**src/rtl/grid_scanner.sv**
```systemverilog
// Row-multiplexed scanner for an 8x8 cell grid: double-buffers incoming generations and
// refreshes one row at a time with optional blanking between rows.
module grid_scanner #(
  parameter int unsigned DWELL = 4,
  parameter int unsigned BLANK = 1
) (
  input  logic        clk,
  input  logic        reset,
  input  logic        power,
  input  logic [63:0] grid,
  input  logic        grid_valid,
  output logic [7:0]  row_sel,
  output logic [7:0]  col_data,
  output logic        frame_done,
  output logic [6:0]  alive_count,
  output logic        overrun,
  output logic        busy
);

  localparam logic [1:0] StIdle = 2'd0;
  localparam logic [1:0] StShow = 2'd1;
  localparam logic [1:0] StBlnk = 2'd2;

  localparam logic [7:0] DwellLast = 8'(DWELL - 1);
  localparam logic [7:0] BlankLast = 8'(BLANK - 1);

  logic [1:0]  state_q, state_d;
  logic [63:0] shadow_q, shadow_d;
  logic [63:0] pending_q, pending_d;
  logic        pend_v_q, pend_v_d;
  logic        loaded_q, loaded_d;
  logic [2:0]  row_q, row_d;
  logic [7:0]  dcnt_q, dcnt_d;
  logic [6:0]  alive_q, alive_d;
  logic        overrun_q, overrun_d;
  logic [7:0]  row_sel_q, row_sel_d;
  logic [7:0]  col_data_q, col_data_d;
  logic        frame_done_q, frame_done_d;
  logic        busy_q, busy_d;
  logic        adv, wrap;

  function automatic logic [6:0] popcnt(input logic [63:0] v);
    logic [6:0] s;
    s = '0;
    for (int i = 0; i < 64; i++) s = s + {6'd0, v[i]};
    return s;
  endfunction

  always_comb begin
    state_d   = state_q;
    shadow_d  = shadow_q;
    pending_d = pending_q;
    pend_v_d  = pend_v_q;
    loaded_d  = loaded_q;
    row_d     = row_q;
    dcnt_d    = dcnt_q;
    alive_d   = alive_q;
    overrun_d = overrun_q;
    adv       = 1'b0;
    wrap      = 1'b0;

    if (!power) begin
      state_d   = StIdle;
      pending_d = '0;
      pend_v_d  = 1'b0;
    end else begin
      case (state_q)
        StIdle: begin
          if (grid_valid) begin
            shadow_d = grid;
            loaded_d = 1'b1;
            alive_d  = popcnt(grid);
            state_d  = StShow;
            row_d    = 3'd0;
            dcnt_d   = 8'd0;
          end else if (loaded_q) begin
            state_d = StShow;
            row_d   = 3'd0;
            dcnt_d  = 8'd0;
          end
        end
        StShow: begin
          if (dcnt_q == DwellLast) begin
            if (BLANK == 0) begin
              adv = 1'b1;
            end else begin
              state_d = StBlnk;
              dcnt_d  = 8'd0;
            end
          end else begin
            dcnt_d = dcnt_q + 8'd1;
          end
        end
        StBlnk: begin
          if (dcnt_q == BlankLast) adv = 1'b1;
          else dcnt_d = dcnt_q + 8'd1;
        end
        default: state_d = StIdle;
      endcase

      if (adv) begin
        state_d = StShow;
        dcnt_d  = 8'd0;
        row_d   = row_q + 3'd1;
        wrap    = (row_q == 3'd7);
      end

      // Shadow only changes on the wrap edge so a frame is never torn.
      if (state_q != StIdle) begin
        if (wrap) begin
          if (grid_valid) begin
            shadow_d = grid;
            alive_d  = popcnt(grid);
            pend_v_d = 1'b0;
            if (pend_v_q) overrun_d = 1'b1;
          end else if (pend_v_q) begin
            shadow_d = pending_q;
            alive_d  = popcnt(pending_q);
            pend_v_d = 1'b0;
          end
        end else if (grid_valid) begin
          pending_d = grid;
          pend_v_d  = 1'b1;
          if (pend_v_q) overrun_d = 1'b1;
        end
      end
    end

    frame_done_d = wrap;
    busy_d       = (state_d != StIdle);
    row_sel_d    = (state_d == StShow) ? (8'd1 << row_d) : 8'd0;
    col_data_d   = (state_d == StShow) ? shadow_d[8*(7-row_d) +: 8] : 8'd0;
  end

  always_ff @(posedge clk or posedge reset) begin
    if (reset) begin
      state_q      <= StIdle;
      shadow_q     <= '0;
      pending_q    <= '0;
      pend_v_q     <= 1'b0;
      loaded_q     <= 1'b0;
      row_q        <= 3'd0;
      dcnt_q       <= 8'd0;
      alive_q      <= 7'd0;
      overrun_q    <= 1'b0;
      row_sel_q    <= 8'd0;
      col_data_q   <= 8'd0;
      frame_done_q <= 1'b0;
      busy_q       <= 1'b0;
    end else begin
      state_q      <= state_d;
      shadow_q     <= shadow_d;
      pending_q    <= pending_d;
      pend_v_q     <= pend_v_d;
      loaded_q     <= loaded_d;
      row_q        <= row_d;
      dcnt_q       <= dcnt_d;
      alive_q      <= alive_d;
      overrun_q    <= overrun_d;
      row_sel_q    <= row_sel_d;
      col_data_q   <= col_data_d;
      frame_done_q <= frame_done_d;
      busy_q       <= busy_d;
    end
  end

  assign row_sel     = row_sel_q;
  assign col_data    = col_data_q;
  assign frame_done  = frame_done_q;
  assign alive_count = alive_q;
  assign overrun     = overrun_q;
  assign busy        = busy_q;

endmodule
```
**config.mk**
```make
export PLATFORM = sky130hd
export DESIGN_NAME = grid_scanner
export DESIGN_NICKNAME = d
export VERILOG_FILES = /design/src/rtl/grid_scanner.sv
export SDC_FILE = /design/constraint.sdc
export NUM_CORES = 1
export LEC_CHECK = 0
export CAP_MARGIN = 20
export CORE_UTILIZATION = 30
export DETAILED_ROUTE_END_ITERATION = 10
export GPL_TIMING_DRIVEN = 0
export PLACE_DENSITY = 0.55
export SLEW_MARGIN = 20
export SYNTH_ARGS = -nofsm -noshare
export SYNTH_HDL_FRONTEND = slang
export SYNTH_SLANG_ARGS = --single-unit
export TNS_END_PERCENT = 10
```
**constraint.sdc**
```tcl
create_clock -name clk -period 11 [get_ports clk]
set_input_delay 2.2 -clock clk [delete_from_list [all_inputs] [get_ports clk]]
set_output_delay 2.2 -clock clk [all_outputs]
set_load 0.01 [all_outputs]
```
==> flow_summary.yaml <==
setup_path:
  slowest_delay_ps: 580
  crit_chain: "clkdlybuf4s50_1 > inv_1 > fa_1 > fa_1 > inv_1 > fa_1 > inv_1 > fa_1 > fa_1 > fa_1 > fa_1 > fa_1 > inv_1 > ha_1 > fa_1 > a21o_1 > a21o_1 > a21oi_1 > o21ai_0 > o22ai_1 > a211oi_1"
  cp_max_fo: 3
  critPathTopFamily: "adder cells"
  cp_slowest_cell: "fa_1"
  cp.required_ps: 11300
  arrival_ps: 8640
  critical_path_class: "primary input to flop"
  critPathLaunchType: "primary input"
  r2r_cells: 24
  cpMostUsedCell: "fa_1"
  path_buf_inv: 5
  cp.depth: 21
  endpoint_kind: "flop"
timing:
  finalHoldViolations: 0
  rsz0062_at_grt: "no"
  worst_slew_pin_slew_ps: 1079
  setup_slack_ps: 2656
  tns_ps: 0
  drv_slew: 0
  min_period_ps: 8344
  slew-limit-headroom: 0.2809
  clock_skew_ps: 16.59
  fmax_mhz: 119.8
  setup_violations: 0
  finalCritPeriodShare: 0.7586
detailed_routing:
  vias: 8720
  drc_errors: 0
  drt_iter0_markers: 767
  avgViaCountPerCell: 5.203
  drtAntennaViolNets: 0
  routed_wl_um: 40410
  wl_per_cell_um: 24.11
  drtPass1Iterations: 6
yosys:
  ys_warn_count: 0
  ys_seq_area_frac: 0.3768
  synth-main-ff-cell: "dfrtp_1"
  synth-edff-count: 0
  synth.avg_cell_area_sq_um: 10.38
  synthArstFlopShare: 1.000
  yosys_register_bits: 169
  ys_types: 78
  synthCells: 1081
  synth.cell_area_sq_mm: 0.01122
  syn-num-nets: 1297
min_path:
  hold_path_depth: 1
  hold_path.class: "flop to flop"
grt:
  gr-usage-all-layers: 0.2166
  antenna_found_initial: 2
  grt_pass1_vias: 8774
  grt_start_max_net_pins: 98
  grt-ovfl-total: 0
  grt_pass1_wl_um: 58910
cts:
  htreeDepth: 4
  clk_latency_ps: 450
  cts.sink_count: 169
  cts_tree: "built"
  cts_buffer_depth: 2
  clock-root-buffer: "clkbuf_16"
  ctsHoldBuffers: 0
  post_cts_buffers: 0
  cts_resized: 0
  cts.clk_slew.worst_paths_ps: 70
  cts_buffers: 17
die:
  dieArea_sq_mm: 0.03819
  die_x_um: 195.4
  die_y_um: 195.4
  fp-row-count: 70
  io_pins: 94
  start_util: 0.3058
  core_sq_mm: 0.03670
job:
  cap_violations: 0
cells_and_area:
  final_cell_area_sq_mm: 0.01339
  final_common_cell: "inv_1"
  final_cell_count_no_fill: 1676
  drive_gt1_frac: 0.08030
  syn_to_final_growth_pct: 19.28
  final_cell_mix: "inv_1, dfrtp_1, nor2_1"
  final_nets: 1411
  diodes: 0
outcome:
  status: "completed"
placed_design:
  hpwl_um: 30500
  place_inst: 1644
  dp_slack_ps: 2198
  place_area_sq_mm: 0.01279
  placement.io_buffers: 93
  place.gp.congestion: 0.9294
power:
  power_density_mw_per_mm2: 303.1
  p_leak_uw: 0.006173
  irDropWorstVdd_mv: 0.5019
-- power by group --
| group | total (uW) | internal [uW] | switching (uW) |
|---|---|---|---|
| Sequential | 767 | 717 | 49.6 |
| Combinational | 2650 | 1190 | 1460 |
| Clock | 639 | 348 | 292 |
| Total | 4060 | 2250 | 1800 |
-- state kept, by name, indices dropped and copies added (netlist names) --
name and count:
frame_done 1, row_sel 8, pending_q 64, alive_count 7
shadow_q 64, col_data 8, row_q 3, dcnt_q 8
overrun 1, pend_v_q 1, state_q 2, busy 1
loaded_q 1
-- stage by stage --
| step | hold WS, ps | utilization | power (uW) |
|---|---|---|---|
| after floorplan | 452.3 | - | 2685 |
| after global placement | 464.8 | 0.3472 | 3408 |
| after detailed placement | 477.4 | 0.3485 | 3442 |
| after CTS | 493.6 | 0.3648 | 4096 |
| after global routing | 497.3 | 0.3648 | 4408 |
| final | 509.2 | 0.3648 | 4057 |
-- cell type report --
type                       instances  area [sq um]
inverter                         208         795.8
sequential                       169          4229
tap                              468         585.6
clock buffer                      19         442.9
timing repair buffer              95         969.7
clock inverter                    13         153.9
buffer                            51         251.5
fill                            3639         23310
multi-input combinational        653          5958
-- Yosys cell counts, types with 3 or more instances --
| master | number | share of area |
|---|---|---|
| and2_1 | 5 | 0.0028 |
| or3_1 | 8 | 0.0045 |
| buf_6 | 4 | 0.0040 |
| o21ai_0 | 21 | 0.0094 |
| inv_1 | 206 | 0.069 |
| dfrtp_1 | 169 | 0.38 |
| buf_2 | 15 | 0.0067 |
| o22ai_1 | 56 | 0.031 |
| o31ai_1 | 7 | 0.0047 |
| nand2b_1 | 4 | 0.0022 |
| a211oi_1 | 3 | 0.0020 |
| ha_1 | 40 | 0.045 |
| clkbuf_1 | 29 | 0.0097 |
| a21o_1 | 23 | 0.015 |
| o221a_2 | 15 | 0.015 |
| buf_4 | 3 | 0.0020 |
| nor2_1 | 118 | 0.039 |
| a31oi_1 | 3 | 0.0017 |
| mux2i_1 | 7 | 0.0062 |
| o32ai_1 | 4 | 0.0031 |
| nor2b_1 | 9 | 0.0050 |
| o221ai_1 | 4 | 0.0031 |
| xor2_1 | 4 | 0.0031 |
| a21oi_1 | 24 | 0.011 |
| nand2_1 | 25 | 0.0084 |
| a22o_1 | 67 | 0.052 |
| or2_2 | 3 | 0.0017 |
| o21bai_1 | 3 | 0.0020 |
| o21a_1 | 3 | 0.0020 |
| fa_1 | 108 | 0.19 |
| and3_1 | 6 | 0.0033 |
| o41ai_1 | 3 | 0.0023 |
| nor3_1 | 15 | 0.0067 |
| nand3_1 | 10 | 0.0045 |
-- final timing paths --
path / start / endpoint / slack (ps)
min in group asynchronous: reset / shadow_q[10] / 2230
worst max-delay path: grid[59] / alive_count[6] / 2660
worst min register to register: overrun / overrun / 510
worst min-delay path: overrun / overrun / 510
worst max register to register: pending_q[53] / alive_count[6] / 4600
max in group asynchronous: reset / shadow_q[57] / 7820
-- cell families (layout without fill, tap and decap cells) --
group                      count (synthesis)  after routing  share of synthesized area
and+or+nand+nor                          222            222                    0.09498
DFF                                      169            169                     0.3768
muxes                                      8              8                   0.007247
xor gates and xnor gates                   6              6                   0.004682
AOI/OAI and AO/OA                        269            269                     0.1864
buffers and inverters                    259            386                    0.09264
adders and majority gates                148            148                     0.2372
-- metal layers --
layer | track usage | wire length, um | up-vias
met2 | 0.3364 | 18450 | 315
met5 | 0 | 0 | -
li1 | - | - | 3870
met1 | 0.2985 | 18050 | 4479
met3 | 0.04698 | 2750 | 56
met4 | 0.07291 | 1165 | 0
No activity file was read; power rests on OpenSTA's default activity.
